--- src/rtl/fifo_pkg.sv ---
// Constants and helpers shared by the async FIFO, its synchronisers and its
// read-side consumers.
package fifo_pkg;

  localparam int FIFO_DATA_WIDTH = 32;
  localparam int FIFO_ADDR_WIDTH = 4;

  // Bits needed to index n items, never less than one bit.
  function automatic int clog2_min1(input int n);
    int r;
    r = 0;
    for (int i = 0; i < 31; i++) begin
      if ((1 << i) < n) r = i + 1;
    end
    return (r < 1) ? 1 : r;
  endfunction

endpackage

--- src/rtl/fifo_rd_unpack.sv ---
// Read-side FIFO consumer: pops DATA_WIDTH words from a show-ahead FIFO and
// emits them as a valid/ready stream of OUT_WIDTH slices.
module fifo_rd_unpack
  import fifo_pkg::*;
#(
  parameter int DATA_WIDTH = FIFO_DATA_WIDTH,
  parameter int OUT_WIDTH  = 8,
  parameter bit LSB_FIRST  = 1'b1
) (
  input  logic                  rclk,
  input  logic                  rrst,
  input  logic                  rempty,
  input  logic [DATA_WIDTH-1:0] rdata,
  output logic                  rinc,
  input  logic                  flush,
  output logic                  m_valid,
  input  logic                  m_ready,
  output logic [OUT_WIDTH-1:0]  m_data,
  output logic                  m_last
);

  localparam int RATIO = DATA_WIDTH / OUT_WIDTH;
  localparam int IDX_W = clog2_min1(RATIO);
  localparam logic [IDX_W-1:0] IDX_LAST = IDX_W'(RATIO - 1);

  if (DATA_WIDTH % OUT_WIDTH != 0) begin : g_bad_ratio
    $error("fifo_rd_unpack: DATA_WIDTH must be a multiple of OUT_WIDTH");
  end

  logic [DATA_WIDTH-1:0] word_q;
  logic                  word_vld;
  logic [IDX_W-1:0]      idx;
  logic [IDX_W-1:0]      sel;
  logic                  at_last;
  logic                  fire;
  logic                  last_fire;
  logic [OUT_WIDTH-1:0]  slices [RATIO];

  for (genvar i = 0; i < RATIO; i++) begin : g_slice
    assign slices[i] = word_q[i*OUT_WIDTH +: OUT_WIDTH];
  end

  // NOTE: every always_comb output gets a value on every path, so no latch is inferred.
  always_comb begin
    at_last   = (idx == IDX_LAST);
    fire      = word_vld & m_ready;
    last_fire = fire & at_last;
    sel       = LSB_FIRST ? idx : IDX_LAST - idx;
    // Popping while the holding register drains its last slice keeps words back-to-back.
    rinc      = ~rrst & ~flush & ~rempty & (~word_vld | last_fire);
  end

  assign m_valid = word_vld;
  assign m_data  = slices[sel];
  assign m_last  = word_vld & at_last;

  // NOTE: state registers use non-blocking assignments so every flop samples pre-edge values.
  always_ff @(posedge rclk or posedge rrst) begin
    if (rrst) begin
      word_q   <= '0;
      word_vld <= 1'b0;
      idx      <= '0;
    end else if (flush) begin
      word_vld <= 1'b0;
      idx      <= '0;
    end else if (rinc) begin
      word_q   <= rdata;
      word_vld <= 1'b1;
      idx      <= '0;
    end else if (last_fire) begin
      word_vld <= 1'b0;
      idx      <= '0;
    end else if (fire) begin
      idx <= idx + 1'b1;
    end
  end

endmodule

--- config.mk ---
export PLATFORM = sky130hd
export DESIGN_NAME = fifo_rd_unpack
export DESIGN_NICKNAME = d
export VERILOG_FILES = /design/src/rtl/fifo_pkg.sv /design/src/rtl/fifo_rd_unpack.sv
export SDC_FILE = /design/constraint.sdc
export NUM_CORES = 1
export LEC_CHECK = 0
export ABC_AREA = 1
export CORE_ASPECT_RATIO = 1.1
export CORE_UTILIZATION = 56
export DETAILED_ROUTE_END_ITERATION = 6
export DONT_BUFFER_PORTS = 1
export PLACE_DENSITY = 0.74
export SETUP_SLACK_MARGIN = 0.4
export SYNTH_ARGS = -nofsm -noshare
export SYNTH_HDL_FRONTEND = slang
export SYNTH_SLANG_ARGS = --single-unit
--- constraint.sdc ---
create_clock -name rclk -period 1.4 [get_ports rclk]
set_input_delay 0.28 -clock rclk [delete_from_list [all_inputs] [get_ports rclk]]
set_output_delay 0.28 -clock rclk [all_outputs]
set_load 0.02 [all_outputs]
### Word level (Yosys, flattened, before mapping)

Cells that the tools add are included.

* flip-flop bits (word level): 35
* input bits: 37
* output and inout port bits: 11
* word-level logic and storage cells: 31

* $add $sub $neg: 1
* $lt $le $gt $ge: 1
* equal/unequal tests: 1
* muxes and demuxes: 10
* bitwise gates (word level): 12
* reduce and logical (&&, ||, !) cells: 3

Operators by type and width (count)
* $bmux 8 s2: 1
* $mux 8: 2
* $mux 2: 4
* $and 1x1->1: 6
* $not 1->1: 4
* $reduce_bool 4->1: 1
* $ge 3x3->1 const B: 1
* $mux 1: 3
* $not 2->3: 1
* $reduce_bool 3->1: 1
* $add 2x1->2 const B: 1
* $eq 2x2->1 const B: 1
* $reduce_and 2->1: 1
* $or 1x1->1: 1

### Depth between registers and ports, before layout

Gate-level depths: netlist of run 1.

* depth after elaboration: 6
* mapped depth: 7
* mapped depth without buffers: 6

### Least setup slack after synthesis of run 1

Ideal clock, no wire load.

* path type: register -> output
* start point: reg idx[0]
* end point: out rinc
* arrival time: 1093 ps
* data required time: 1120 ps
* slack: 27 ps
* stages on the path, launching flop included: 7
* path buffers: 1
* cells stage by stage: dfrtp_1 -> ha_1 -> nand2_1 -> nand2_4 -> nand3_4 -> buf_6 -> inv_1

* word-level cells in the longest chain between the ends: 4

RTL lines
* from (decl): RTL line fifo_rd_unpack.sv:32 `logic [IDX_W-1:0] idx;`
* from (signal assigned): RTL line fifo_rd_unpack.sv:74 `idx <= idx + 1'b1;`
* $eq 2x2->1: RTL line fifo_rd_unpack.sv:45 `at_last = (idx == IDX_LAST);`
* $and 1x1->1: RTL line fifo_rd_unpack.sv:47 `last_fire = fire & at_last;`
* $or 1x1->1: RTL line fifo_rd_unpack.sv:50 `rinc = ~rrst & ~flush & ~rempty & (~word_vld | last_fire);`
* $and 1x1->1: RTL line fifo_rd_unpack.sv:50
* to (decl): RTL line fifo_rd_unpack.sv:14 `output logic rinc,`

Every way passes these cells.

### Worst setup path after layout of run 1

* start point: reg idx[1]
* end point: out m_data[2]

* word-level cells in the longest chain between the ends: 4

RTL lines
* $not 2->3 (implied by the code): RTL line fifo_rd_unpack.sv:54 `assign m_data = slices[sel];`
* $bmux 8 s2: RTL line fifo_rd_unpack.sv:54
* $mux 8 (implied by the code) (2 in a row): RTL line fifo_rd_unpack.sv:54
* to (decl): RTL line fifo_rd_unpack.sv:18 `output logic [OUT_WIDTH-1:0] m_data,`

Every way passes these cells. The select of a mux whose other input is x is not followed.

==> flow_metrics.tcl, run 1 <==
set metrics [dict create \
    status "complete, but fails checks" \
    violations "setup timing" \
    num_antenna_cells 0 \
    antenna_found_initial 0 \
    clk_pin_slew_ns 0.12 \
    start_util_pct 59.4 \
    drv_slew 0 \
    tightest_slew_ns 0.437 \
    first_pass_iters 5 \
    fp.dieW_um 56.4 \
    wl_per_cell_um 23.7 \
    ys_ff_latch 35 \
    critPathRequiredTime_ns 1.12 \
    ys_seq_area_share_pct 48.0 \
    grt_use_total_pct 32.6 \
    cp-start-kind "flip-flop" \
    syn_to_final_growth_pct 51.5 \
    die-area_sq_um 3490 \
    drc 0 \
    grt_pass1_wl_mm 8.17 \
    post-place-ws_ns 0.00515 \
    cts.path.max_buffers 2 \
    synth.distinct_cells 18 \
    grt_overflow_total 0 \
    finalNonFillerCells 291 \
    grt_pass1_vias 1698 \
    setup_ws_ns -0.363 \
    power_mw 3.14 \
    ios 48 \
    hold_viol 0 \
    slew_headroom_pct 70.8 \
    worst_setup_path_end_kind "output port" \
    gp_congestion 0.801 \
    cts.htree.levels 2 \
    ir_worst_vdd_uv 1040 \
    core_sq_um 3070 \
    layout-drive-gt1-share_pct 47.1 \
    nets 294 \
    p_per_area_nw_per_um2 1130 \
    routed_wl_mm 6.90 \
    drt_iter0_markers 133 \
    final_core_util_pct 90.0 \
    cts_tree "done" \
    drv_cap 0 \
    synth_area_sq_um 1830 \
    leakagePower_nw 1.38 \
    portBuffers 0 \
    fin_crit_ns 1.76 \
    fmax_mhz 567 \
    finClkSkew_ns 0.0175 \
    clk_latency_ns 0.34 \
    place_area_sq_um 1910 \
    vias 1961 \
    grt_max_degree 34 \
    final_antenna_net_count 0 \
    hp-class "input port to flip-flop" \
    setup_tns_ns -8.34 \
    rsz0062_at_grt "yes" \
    dpl.hpwl_mm 3.01 \
    dp_cells 257 \
    cts_made_buffers 5 \
    synth_nets 268 \
    setup_viol 45 \
    die_h_um 61.9 \
    yosys_warnings 0 \
    syn_inst 230 \
    routed_via_density 6.74 \
    finalInstanceArea_sq_um 2770 \
    cts_sinks 35 \
    avgSynthCellArea_sq_um 7.94 \
    worst-setup-path-type "flip-flop to output port" \
    num_rows 21 \
    root_buffer "clkbuf_4" \
    whs_ns 0.0899 \
    cp_max_fo 8 \
    arrival_ns 1.48 \
    post-route-period-util_pct 126 \
]
[synthesized netlist by cell type, drive strengths merged]
cell type,number,area [sq um]
a21oi,1,5.00
buf,14,88.8
clkbuf,2,7.51
clkinv,1,3.75
dfrtp,35,876
ha,1,12.5
inv,23,86.3
nand2,97,372
nand3,2,22.5
nand4,32,200
nor2,5,26.3
o211ai,16,120
o21ai,1,5.00
[registers in the layout, summed over array words and instances (netlist names)]
register / count
m_valid: 1
word_q: 32
idx: 2
[final cells by class]
cell class,count,area (sq um)
Fill cell,123,308
Clock buffer,6,51.3
Sequential cell,35,877
Tap cell,34,42.5
Clock inverter,2,35.0
Timing Repair Buffer,35,566
Multi-Input combinational cell,155,1090
Inverter,24,108
[metal layers]
layer	share of wire [%]	track usage, %
met3	8.7	7.66
met1	34	36.4
met4	5.6	20.2
met2	52	58.0
met5	0	0
[final timing paths]
kind                             from    endpoint  slack (ns)  depth (start not counted)
setup / recovery               idx[1]   m_data[2]       -0.36                          4
hold / removal               rdata[2]   word_q[2]        0.09                          2
setup reg to reg               idx[0]   word_q[7]       -0.26                         11
hold reg to reg            word_q[12]  word_q[12]        0.50                          2
max in group asynchronous        rrst  word_q[30]        0.57                          3
min in group asynchronous        rrst  word_q[17]        0.40                          2
[cells in the final DEF (no fill, tap or decap)]
| cell | n |
|---|---|
| nor2_4 | 1 |
| dfrtp_1 | 34 |
| ha_4 | 1 |
| buf_8 | 2 |
| clkinv_2 | 1 |
| nand3_1 | 1 |
| nand4_1 | 32 |
| nand2_2 | 41 |
| buf_16 | 5 |
| inv_1 | 18 |
| dfrtp_2 | 1 |
| nand3_4 | 1 |
| bufinv_16 | 1 |
| nand2_4 | 27 |
| o211ai_1 | 16 |
| a21oi_1 | 1 |
| clkbuf_8 | 1 |
| nand2_1 | 29 |
| buf_6 | 8 |
| nor2_2 | 1 |
| clkinvlp_4 | 2 |
| inv_2 | 1 |
| o21ai_4 | 1 |
| buf_12 | 8 |
| clkbuf_4 | 5 |
| buf_4 | 7 |
| dlygate4sd3_1 | 2 |
| clkbuf_16 | 3 |
| nor2_1 | 3 |
| clkinv_4 | 1 |
| inv_4 | 2 |
[what timing repair did]
item,CTS,global route
endpoints found under the hold margin,18,1
pin swaps,13,21
gates resized for setup,45,72
setup buffers,13,2
setup endpoints to repair,46,46
hold buffers,1,1
gates cloned,5,4
[logic make-up after synthesis]
kind of cell	share of synthesized area [%]
DFF	48.0
and+or+nand+nor	34.0
buffers and inverters	10.2
AOI/OAI and AO/OA	7.13
adders and majority gates	0.685
[power by group]
group	internal, mW	total (mW)	switching, mW
Clock	0.422	0.779	0.357
Combinational	0.407	0.947	0.540
Sequential	1.20	1.41	0.217
[worst max-delay path: stages, from the launching register on]
cell and delay, ns:
dfrtp_1 0.43, buf_6 0.15, clkinvlp_4 0.17, o211ai_1 0.22
nand2_2 0.16
Note: power is estimated with default switching activity, not from simulation.
==> run 2, diff against run 1 <==
--- a/config.mk
+++ b/config.mk
@@ -12,6 +12,7 @@
 export DONT_BUFFER_PORTS = 1
 export PLACE_DENSITY = 0.74
 export SETUP_SLACK_MARGIN = 0.4
+export SLEW_MARGIN = 20
 export SYNTH_ARGS = -nofsm -noshare
 export SYNTH_HDL_FRONTEND = slang
 export SYNTH_SLANG_ARGS = --single-unit
==> results of run 2 <==
Final layout, timing and power as in run 1 (identical DEF).
